**config.mk**
```make
export PLATFORM = sky130hd
export DESIGN_NAME = keypad_scan
export DESIGN_NICKNAME = d
export VERILOG_FILES = /design/src/rtl/keypad_pkg.sv /design/src/rtl/keypad_col_scan.sv /design/src/rtl/keypad_scan.sv
export SDC_FILE = /design/constraint.sdc
export NUM_CORES = 1
export LEC_CHECK = 0
export ABC_AREA = 1
export BUFFER_PORTS_ARGS = -buffer_cell sky130_fd_sc_hd__buf_2
export CORE_ASPECT_RATIO = 1.1
export CORE_MARGIN = 2
export CORE_UTILIZATION = 45
export CTS_CLUSTER_DIAMETER = 80
export DETAILED_ROUTE_END_ITERATION = 16
export SYNTH_ARGS = -nofsm -noshare
export SYNTH_HDL_FRONTEND = slang
export SYNTH_HIERARCHICAL = 1
export SYNTH_SLANG_ARGS = --single-unit
export TNS_END_PERCENT = 100
```
**constraint.sdc**
```tcl
create_clock -name clk -period 2.3 [get_ports clk]
set_clock_uncertainty 0.1 [all_clocks]
set_input_delay 0.23 -clock clk [delete_from_list [all_inputs] [get_ports clk]]
set_output_delay 0.23 -clock clk [all_outputs]
set_load 0.02 [all_outputs]
```
**src/rtl/keypad_pkg.sv**
```systemverilog
// Shared types and helpers for the 4x4 keypad scanner.
package keypad_pkg;

  localparam int unsigned KEY_W = 4;

  typedef enum logic [1:0] {IDLE, DEBOUNCE, PRESSED, RELEASE} kp_state_t;
  typedef enum logic [1:0] {RES_NONE, RES_ONE, RES_MULTI} kp_result_t;

  // Index of the lowest active-low row bit; only meaningful when some bit is low.
  function automatic logic [1:0] first_low(input logic [3:0] rows);
    if (!rows[0]) begin
      return 2'd0;
    end else if (!rows[1]) begin
      return 2'd1;
    end else if (!rows[2]) begin
      return 2'd2;
    end else begin
      return 2'd3;
    end
  endfunction

endpackage

```
**src/rtl/keypad_col_scan.sv**
```systemverilog
// Column time-multiplexer: free-running dwell counter, active-low column drive,
// end-of-dwell sample strobe and end-of-sweep strobe.
module keypad_col_scan #(
  parameter int unsigned N = 16
) (
  input  logic       clk,
  input  logic       reset,
  output logic [3:0] col,
  output logic [1:0] col_idx,
  output logic       sample,
  output logic       sweep_end
);

  logic [N+1:0] q_q, q_d;

  assign q_d = q_q + (N+2)'(1);

  // col is registered from the next count so it stays aligned with col_idx, glitch-free.
  always_ff @(posedge clk or posedge reset) begin
    if (reset) begin
      q_q <= '0;
      col <= 4'b1110;
    end else begin
      q_q <= q_d;
      col <= ~(4'b0001 << q_d[N+1:N]);
    end
  end

  assign col_idx   = q_q[N+1:N];
  assign sample    = &q_q[N-1:0];
  assign sweep_end = sample && (col_idx == 2'd3);

endmodule

```
**src/rtl/keypad_scan.sv**
```systemverilog
// 4x4 keypad scanner: row synchronizer, per-sweep accumulator, sweep-level debounce FSM
// and a one-entry valid/ack key buffer.
module keypad_scan
  import keypad_pkg::*;
#(
  parameter int unsigned N        = 16,
  parameter int unsigned DB_SCANS = 4
) (
  input  logic             clk,
  input  logic             reset,
  input  logic [3:0]       row,
  output logic [3:0]       col,
  output logic [KEY_W-1:0] key_code,
  output logic             key_valid,
  input  logic             key_ack,
  output logic             key_held,
  output logic             overrun
);

  localparam int unsigned CNT_W = $clog2(DB_SCANS + 1);

  logic [1:0] col_idx;
  logic       sample;
  logic       sweep_end;

  keypad_col_scan #(
    .N (N)
  ) u_col_scan (
    .clk       (clk),
    .reset     (reset),
    .col       (col),
    .col_idx   (col_idx),
    .sample    (sample),
    .sweep_end (sweep_end)
  );

  logic [3:0] row_s1_q, row_s2_q;

  always_ff @(posedge clk or posedge reset) begin
    if (reset) begin
      row_s1_q <= 4'hF;
      row_s2_q <= 4'hF;
    end else begin
      row_s1_q <= row;
      row_s2_q <= row_s1_q;
    end
  end

  // Sweep accumulator: saturating press count and first key seen this sweep.
  logic [1:0]       acc_cnt_q, acc_cnt_d;
  logic [KEY_W-1:0] acc_key_q, acc_key_d;
  logic [3:0]       hits;
  logic [2:0]       pop;
  logic [3:0]       sum;
  kp_result_t       res_next;

  assign hits = ~row_s2_q;
  assign pop  = {2'b00, hits[0]} + {2'b00, hits[1]} + {2'b00, hits[2]} + {2'b00, hits[3]};
  assign sum  = {2'b00, acc_cnt_q} + {1'b0, pop};

  always_comb begin
    acc_cnt_d = (sum >= 4'd2) ? 2'd2 : sum[1:0];
    acc_key_d = (acc_cnt_q == 2'd0) ? {first_low(row_s2_q), col_idx} : acc_key_q;
    unique case (acc_cnt_d)
      2'd0:    res_next = RES_NONE;
      2'd1:    res_next = RES_ONE;
      default: res_next = RES_MULTI;
    endcase
  end

  logic             res_valid_q;
  kp_result_t       res_q;
  logic [KEY_W-1:0] res_code_q;

  always_ff @(posedge clk or posedge reset) begin
    if (reset) begin
      acc_cnt_q   <= '0;
      acc_key_q   <= '0;
      res_valid_q <= 1'b0;
      res_q       <= RES_NONE;
      res_code_q  <= '0;
    end else begin
      res_valid_q <= 1'b0;
      if (sample) begin
        if (sweep_end) begin
          res_valid_q <= 1'b1;
          res_q       <= res_next;
          res_code_q  <= acc_key_d;
          acc_cnt_q   <= '0;
          acc_key_q   <= '0;
        end else begin
          acc_cnt_q <= acc_cnt_d;
          acc_key_q <= acc_key_d;
        end
      end
    end
  end

  // Debounce FSM, stepped once per sweep result.
  kp_state_t        state_q, state_d;
  logic [KEY_W-1:0] cand_q, cand_d;
  logic [CNT_W-1:0] cnt_q, cnt_d, cnt_inc;
  logic             emit;

  assign cnt_inc = cnt_q + CNT_W'(1);

  always_comb begin
    state_d = state_q;
    cand_d  = cand_q;
    cnt_d   = cnt_q;
    emit    = 1'b0;
    if (res_valid_q) begin
      unique case (state_q)
        IDLE: begin
          if (res_q == RES_ONE) begin
            state_d = DEBOUNCE;
            cand_d  = res_code_q;
            cnt_d   = CNT_W'(1);
          end
        end
        DEBOUNCE: begin
          if (res_q == RES_ONE && res_code_q == cand_q) begin
            cnt_d = cnt_inc;
            if (cnt_inc == CNT_W'(DB_SCANS)) begin
              emit    = 1'b1;
              state_d = PRESSED;
            end
          end else begin
            state_d = IDLE;
          end
        end
        PRESSED: begin
          if (res_q == RES_NONE) begin
            state_d = RELEASE;
            cnt_d   = CNT_W'(1);
          end
        end
        RELEASE: begin
          if (res_q == RES_NONE) begin
            cnt_d = cnt_inc;
            if (cnt_inc == CNT_W'(DB_SCANS)) begin
              state_d = IDLE;
            end
          end else begin
            state_d = PRESSED;
          end
        end
        default: state_d = IDLE;
      endcase
    end
  end

  always_ff @(posedge clk or posedge reset) begin
    if (reset) begin
      state_q  <= IDLE;
      cand_q   <= '0;
      cnt_q    <= '0;
      key_held <= 1'b0;
    end else begin
      state_q  <= state_d;
      cand_q   <= cand_d;
      cnt_q    <= cnt_d;
      key_held <= (state_d == PRESSED) || (state_d == RELEASE);
    end
  end

  // One-entry buffer; an ack in the emit cycle frees the slot for the new key.
  always_ff @(posedge clk or posedge reset) begin
    if (reset) begin
      key_code  <= '0;
      key_valid <= 1'b0;
      overrun   <= 1'b0;
    end else if (emit) begin
      if (!key_valid || key_ack) begin
        key_code  <= cand_q;
        key_valid <= 1'b1;
      end else begin
        overrun <= 1'b1;
      end
    end else if (key_ack && key_valid) begin
      key_valid <= 1'b0;
      overrun   <= 1'b0;
    end
  end

endmodule

```
Word-level counts from Yosys, hierarchy flattened --
Cells that the tools add are included.
Operators by class: add/subtract/negate cells 6, $lt $le $gt $ge 1, eq/ne operators 16, shifts and indexed selects 1, muxes and demuxes 32, bitwise gates (word level) 2, reductions and logical operators 18
Operators by type and width (number):
- 2-bit two-way mux | 11
- 18-bit by 1-bit adder with 18-bit output (second input constant) | 1
- 17-bit AND reduction | 1
- 16-bit AND reduction | 1
- 1-bit two-way mux | 12
- 3-bit two-way mux | 4
- 3-bit case mux with 4 select lines | 1
- 2-bit equality test (second input constant) | 5
- 2-bit inequality test (second input constant) | 5
- 2-bit zero test | 4
- 4-bit two-way mux | 2
- 4-bit NOT | 2
- 2-bit case mux with 4 select lines | 1
- 2-bit by 1-bit equality test with 1-bit output (second input constant) | 3
- 2-bit AND reduction | 3
- 5-bit AND reduction | 1
- 2-bit by 3-bit adder with 4-bit output | 1
- 4-bit equality test | 1
- 4-bit by 2-bit greater-or-equal comparator with 1-bit output (second input constant) | 1
- 2-bit case mux with 2 select lines | 1
- 1-bit by 2-bit << shifter with 4-bit output (first input constant) | 1
- 2-bit by 1-bit adder with 3-bit output | 1
- 3-bit by 1-bit adder with 3-bit output | 1
- 3-bit by 1-bit adder with 3-bit output (second input constant) | 1
- 8 further kinds | 11
Storage, ports and cells: register bits 59, input bits 7, output and inout bits 11, logic and storage cells 92

Logic depth before layout (Yosys ltp) --
depth after elaboration 9, depth in mapped cells 13, gate-level depth less buffers 13

Hierarchy --
The synthesis kept the hierarchy.
By module, submodules not included:
- keypad_scan | instances 1, cells an instance 191, area each 1731.7 µm²
- keypad_col_scan | instances 1, cells an instance 104, area each 1056.0 µm²

Worst setup path after synthesis --
OpenSTA, ideal clock, no wires.
kind flip-flop to flip-flop, start point reg row_s2_q[0], end point reg res_q[0], library setup time 0.083 ns, data arrival time 2.061 ns, data required time 2.117 ns, slack 0.056 ns, stages on the path, launching flop included 8, path buffers 0, path through dfstp_2 -> fa_1 -> inv_1 -> fa_1 -> fa_1 -> nor2_1 -> nand2_1 -> o21ai_0
Between the ends: word-level cells in the longest chain between the ends 9, elaborated cells between the ends (all ways) 10
RTL lines:
- from (decl) | line keypad_scan.sv:37 | logic [3:0] row_s1_q, row_s2_q;
- from (signal assigned) | line keypad_scan.sv:45 | row_s2_q <= row_s1_q;
- 4-bit NOT * | line keypad_scan.sv:57 | assign hits = ~row_s2_q;
- 1-bit by 1-bit adder with 2-bit output * | line keypad_scan.sv:58 | assign pop = {2'b00, hits[0]} + {2'b00, hits[1]} + {2'b00, hits[2]} + {2'b00, hits[3]};
- 2-bit by 1-bit adder with 3-bit output * | line keypad_scan.sv:58
- 3-bit by 1-bit adder with 3-bit output * | line keypad_scan.sv:58
- 2-bit by 3-bit adder with 4-bit output * | line keypad_scan.sv:59 | assign sum = {2'b00, acc_cnt_q} + {1'b0, pop};
- 4-bit by 2-bit greater-or-equal comparator with 1-bit output | line keypad_scan.sv:62 | acc_cnt_d = (sum >= 4'd2) ? 2'd2 : sum[1:0];
- 2-bit two-way mux * | line keypad_scan.sv:62
- 2-bit by 1-bit equality test with 1-bit output or 2-bit zero test (tied branches) | line keypad_scan.sv:64 | unique case (acc_cnt_d)
- 2-bit case mux with 2 select lines * | line keypad_scan.sv:64
- to (signal assigned) | line keypad_scan.sv:87 | res_q <= res_next;
- to (decl) | line keypad_scan.sv:72 | kp_result_t res_q;
Mark *: on every way between the ends. The rest lies on a longest branch, timed or not. A chain may end at the register's enable or synchronous reset.

Worst setup path after layout --
start point reg row_s2_q[0], end point reg acc_cnt_q[1]
Between the ends: word-level cells in the longest chain between the ends 8
RTL lines:
- 4-bit NOT * | line keypad_scan.sv:57
- 1-bit by 1-bit adder with 2-bit output * | line keypad_scan.sv:58
- 2-bit by 1-bit adder with 3-bit output * | line keypad_scan.sv:58
- 3-bit by 1-bit adder with 3-bit output * | line keypad_scan.sv:58
- 2-bit by 3-bit adder with 4-bit output * | line keypad_scan.sv:59
- 4-bit by 2-bit greater-or-equal comparator with 1-bit output | line keypad_scan.sv:62
- 2-bit two-way mux * | line keypad_scan.sv:62
- 2-bit two-way mux * | line keypad_scan.sv:85 | if (sweep_end) begin
- to (signal assigned) | line keypad_scan.sv:92 | acc_cnt_q <= acc_cnt_d;
- to (decl) | line keypad_scan.sv:50 | logic [1:0] acc_cnt_q, acc_cnt_d;
Marked as above.

==> flow_summary.ini <==
[sta]
setup_violations = 0
min_period_ps = 2290
hold_violations = 0
max_slew_margin_pct = 45.8
worst_pin_slew_ps = 813
tns_ps = 0
max_freq_mhz = 436
min_period_over_period_pct = 99.8
whs_ps = 45.0
maxSlewViolCount = 0
rsz0062_at_grt = true
layout_setup_ws_ps = 5.06

[drt]
avgViaCountPerCell = 4.69
ant_nets = 0
vias = 1938
drt-total-wl_um = 4580
drc_errors = 0
firstDrtPassIters = 4
dr.first_iter.drc_count = 45
avgRoutedWirePerCell_um = 11.1

[finish]
nets = 341
ff_latch_area_um2 = 1490
postLayoutCoreUtil_pct = 52.5
layout-drive-gt1-share_pct = 25.8
stdcell_count = 413
multi_input_area_um2 = 1130
finish.instance_area_um2 = 3190
antennaDiodeCount = 0
fillers = 587
syn_to_final_growth_pct = 14.6

[synth]
synth_warnings = 6
synth_common_cells = 68 x nand2_1, 48 x dfrtp_1, 35 x inv_1
ys_seq_area_share_pct = 53.5
synth_top_area_share_pct = 43.1
netlist_instances = 295
synthTopCellsByArea = dfrtp_1 43%, dfstp_2 10%, nand2_1 9.2%, inv_1 4.7%, nor2_1 2.7%
ys_ff_latch = 59
yosysTopAreaCell = dfrtp_1
synth_cell_types = 27
synthFlopType = dfrtp_1
syn_area_um2 = 2790
synth-async-reset-ratio_pct = 100
avgSynthCellArea_um2 = 9.45
synth_most_common_cell = nand2_1
synth_edf_count = 0
synth_fp_nets = 308

[clock_tree]
clk_pin_slew_ps = 60
cts-root-buf = clkbuf_8
numClockSinks = 59
tritoncts = done
numCtsBuffers = 9
cts_max_level = 3
clock_latency_ps = 330
cts_max_path_buffers = 2

[power]
p_per_area_nw_per_um2 = 590
leakagePower_nw = 1.53
p_total_mw = 1.89
vdd_drop_max_v = 0.000443

[worst_setup_path]
end_kind = register
cp-start-kind = register
arrival_ps = 2400
critPathMaxFanout = 2
path_class = reg -> reg
cp.required_ps = 2410
ff2ff_setup_slack_ps = 5

[place]
dp_hpwl_um = 3320
port_buffers = 17
dpl_cell_area_um2 = 2970
dpl.cell_count = 391
pre_cts_ws_ps = -116
place.gp.congestion = 0.761

[run_status]
outcome = complete, no violations

[die]
row_count = 30
die_w_um = 79.0
chipHeight_um = 86.6
core_um2 = 6080
start_util_pct = 45.8
io_pins = 18
dieArea_um2 = 6840

[global_route]
grt_pass1_vias = 1944
antenna_found_initial = 0
track_usage_pct = 15.9
grt_overflow = 0
grt_pass1_wl_um = 8360
grt_max_degree = 38

[hold_path]
hp-class = in -> reg

[run]
drv_cap = 0
-- final cells by class --
| cell class | count | share of cell area, % |
|---|---|---|
| Clock inverter | 4 | 0.627 |
| Inverter | 42 | 4.94 |
| Sequential cell | 59 | 46.7 |
| Tap cell | 80 | 3.13 |
| Multi-Input combinational cell | 190 | 35.3 |
| Clock buffer | 12 | 4.23 |
| Timing Repair Buffer | 26 | 5.17 |
-- worst max-delay path: stages, from the launching register on --
cell,delay [ps]
dfstp_2,380
fa_1,540
inv_1,50
fa_2,330
fa_1,450
nor2_2,140
buf_4,130
o22ai_2,50
-- worst paths after layout --
check	startpoint	to	cells after the start
worst min-delay path	key_ack	overrun	4
worst max register to register	row_s2_q[0]	acc_cnt_q[1]	7
worst min register to register	row_s1_q[3]	row_s2_q[3]	0
max in group asynchronous	reset	u_col_scan/q_q[11]	3
worst max-delay path	row_s2_q[0]	acc_cnt_q[1]	7
min in group asynchronous	reset	res_code_q[1]	4
-- flip-flops by register name (all words and copies together), names as in the netlist, 4 cells and up --
register        flops
row_s1_q            4
res_code_q          4
u_col_scan/q_q     18
cand_q              4
u_col_scan/col      4
acc_key_q           4
row_s2_q            4
key_code            4
-- layer usage --
metal / share of wire, % / vias up / global-route usage [%]
met5: 0 / - / 0
met4: 1.6 / 0 / 7.99
met3: 3.0 / 5 / 4.38
met2: 50 / 23 / 25.9
met1: 45 / 917 / 19.5
li1: - / 993 / -
-- cells in the final DEF, fill, tap and decap left out, drive strengths merged, types with 5 or more instances in the layout --
cell type     n
inv          42
dfrtp        48
nor2         33
dfstp        11
buf          21
nand3        14
clkbuf       12
xor2          6
nand4         9
o22ai         6
nand2        81
xnor2         8
dlygate4sd3   5
o21ai        21
-- cells by family (layout without fill, tap and decap cells) --
group	after synthesis	after routing	share of synthesized area, %
AND/OR/NAND/NOR	138	138	25.9
flip-flops	59	59	53.5
buffers and inverters	46	84	6.55
AO/OA/AOI/OAI	32	32	6.15
XOR/XNOR	14	14	4.40
adder cells (fa/ha/maj)	6	6	3.50
-- power breakdown --
group          internal (mW)  leakage, nW  switching, mW  total (mW)
combinational         0.0258        0.674         0.0407      0.0665
clock                  0.384       0.0839          0.378       0.761
sequential              1.05        0.771        0.00409        1.06
total                   1.46         1.53          0.422        1.89
-- what timing repair did --
item,4_1_cts,5_1_grt
hold endpoints to repair,52,0
resized for setup,3,3
endpoints found under the setup margin,4,4
pin swaps,1,6
hold buffers,5,0
gates cloned,0,0
setup buffers,0,1
No activity file was read; power rests on OpenSTA's default activity.
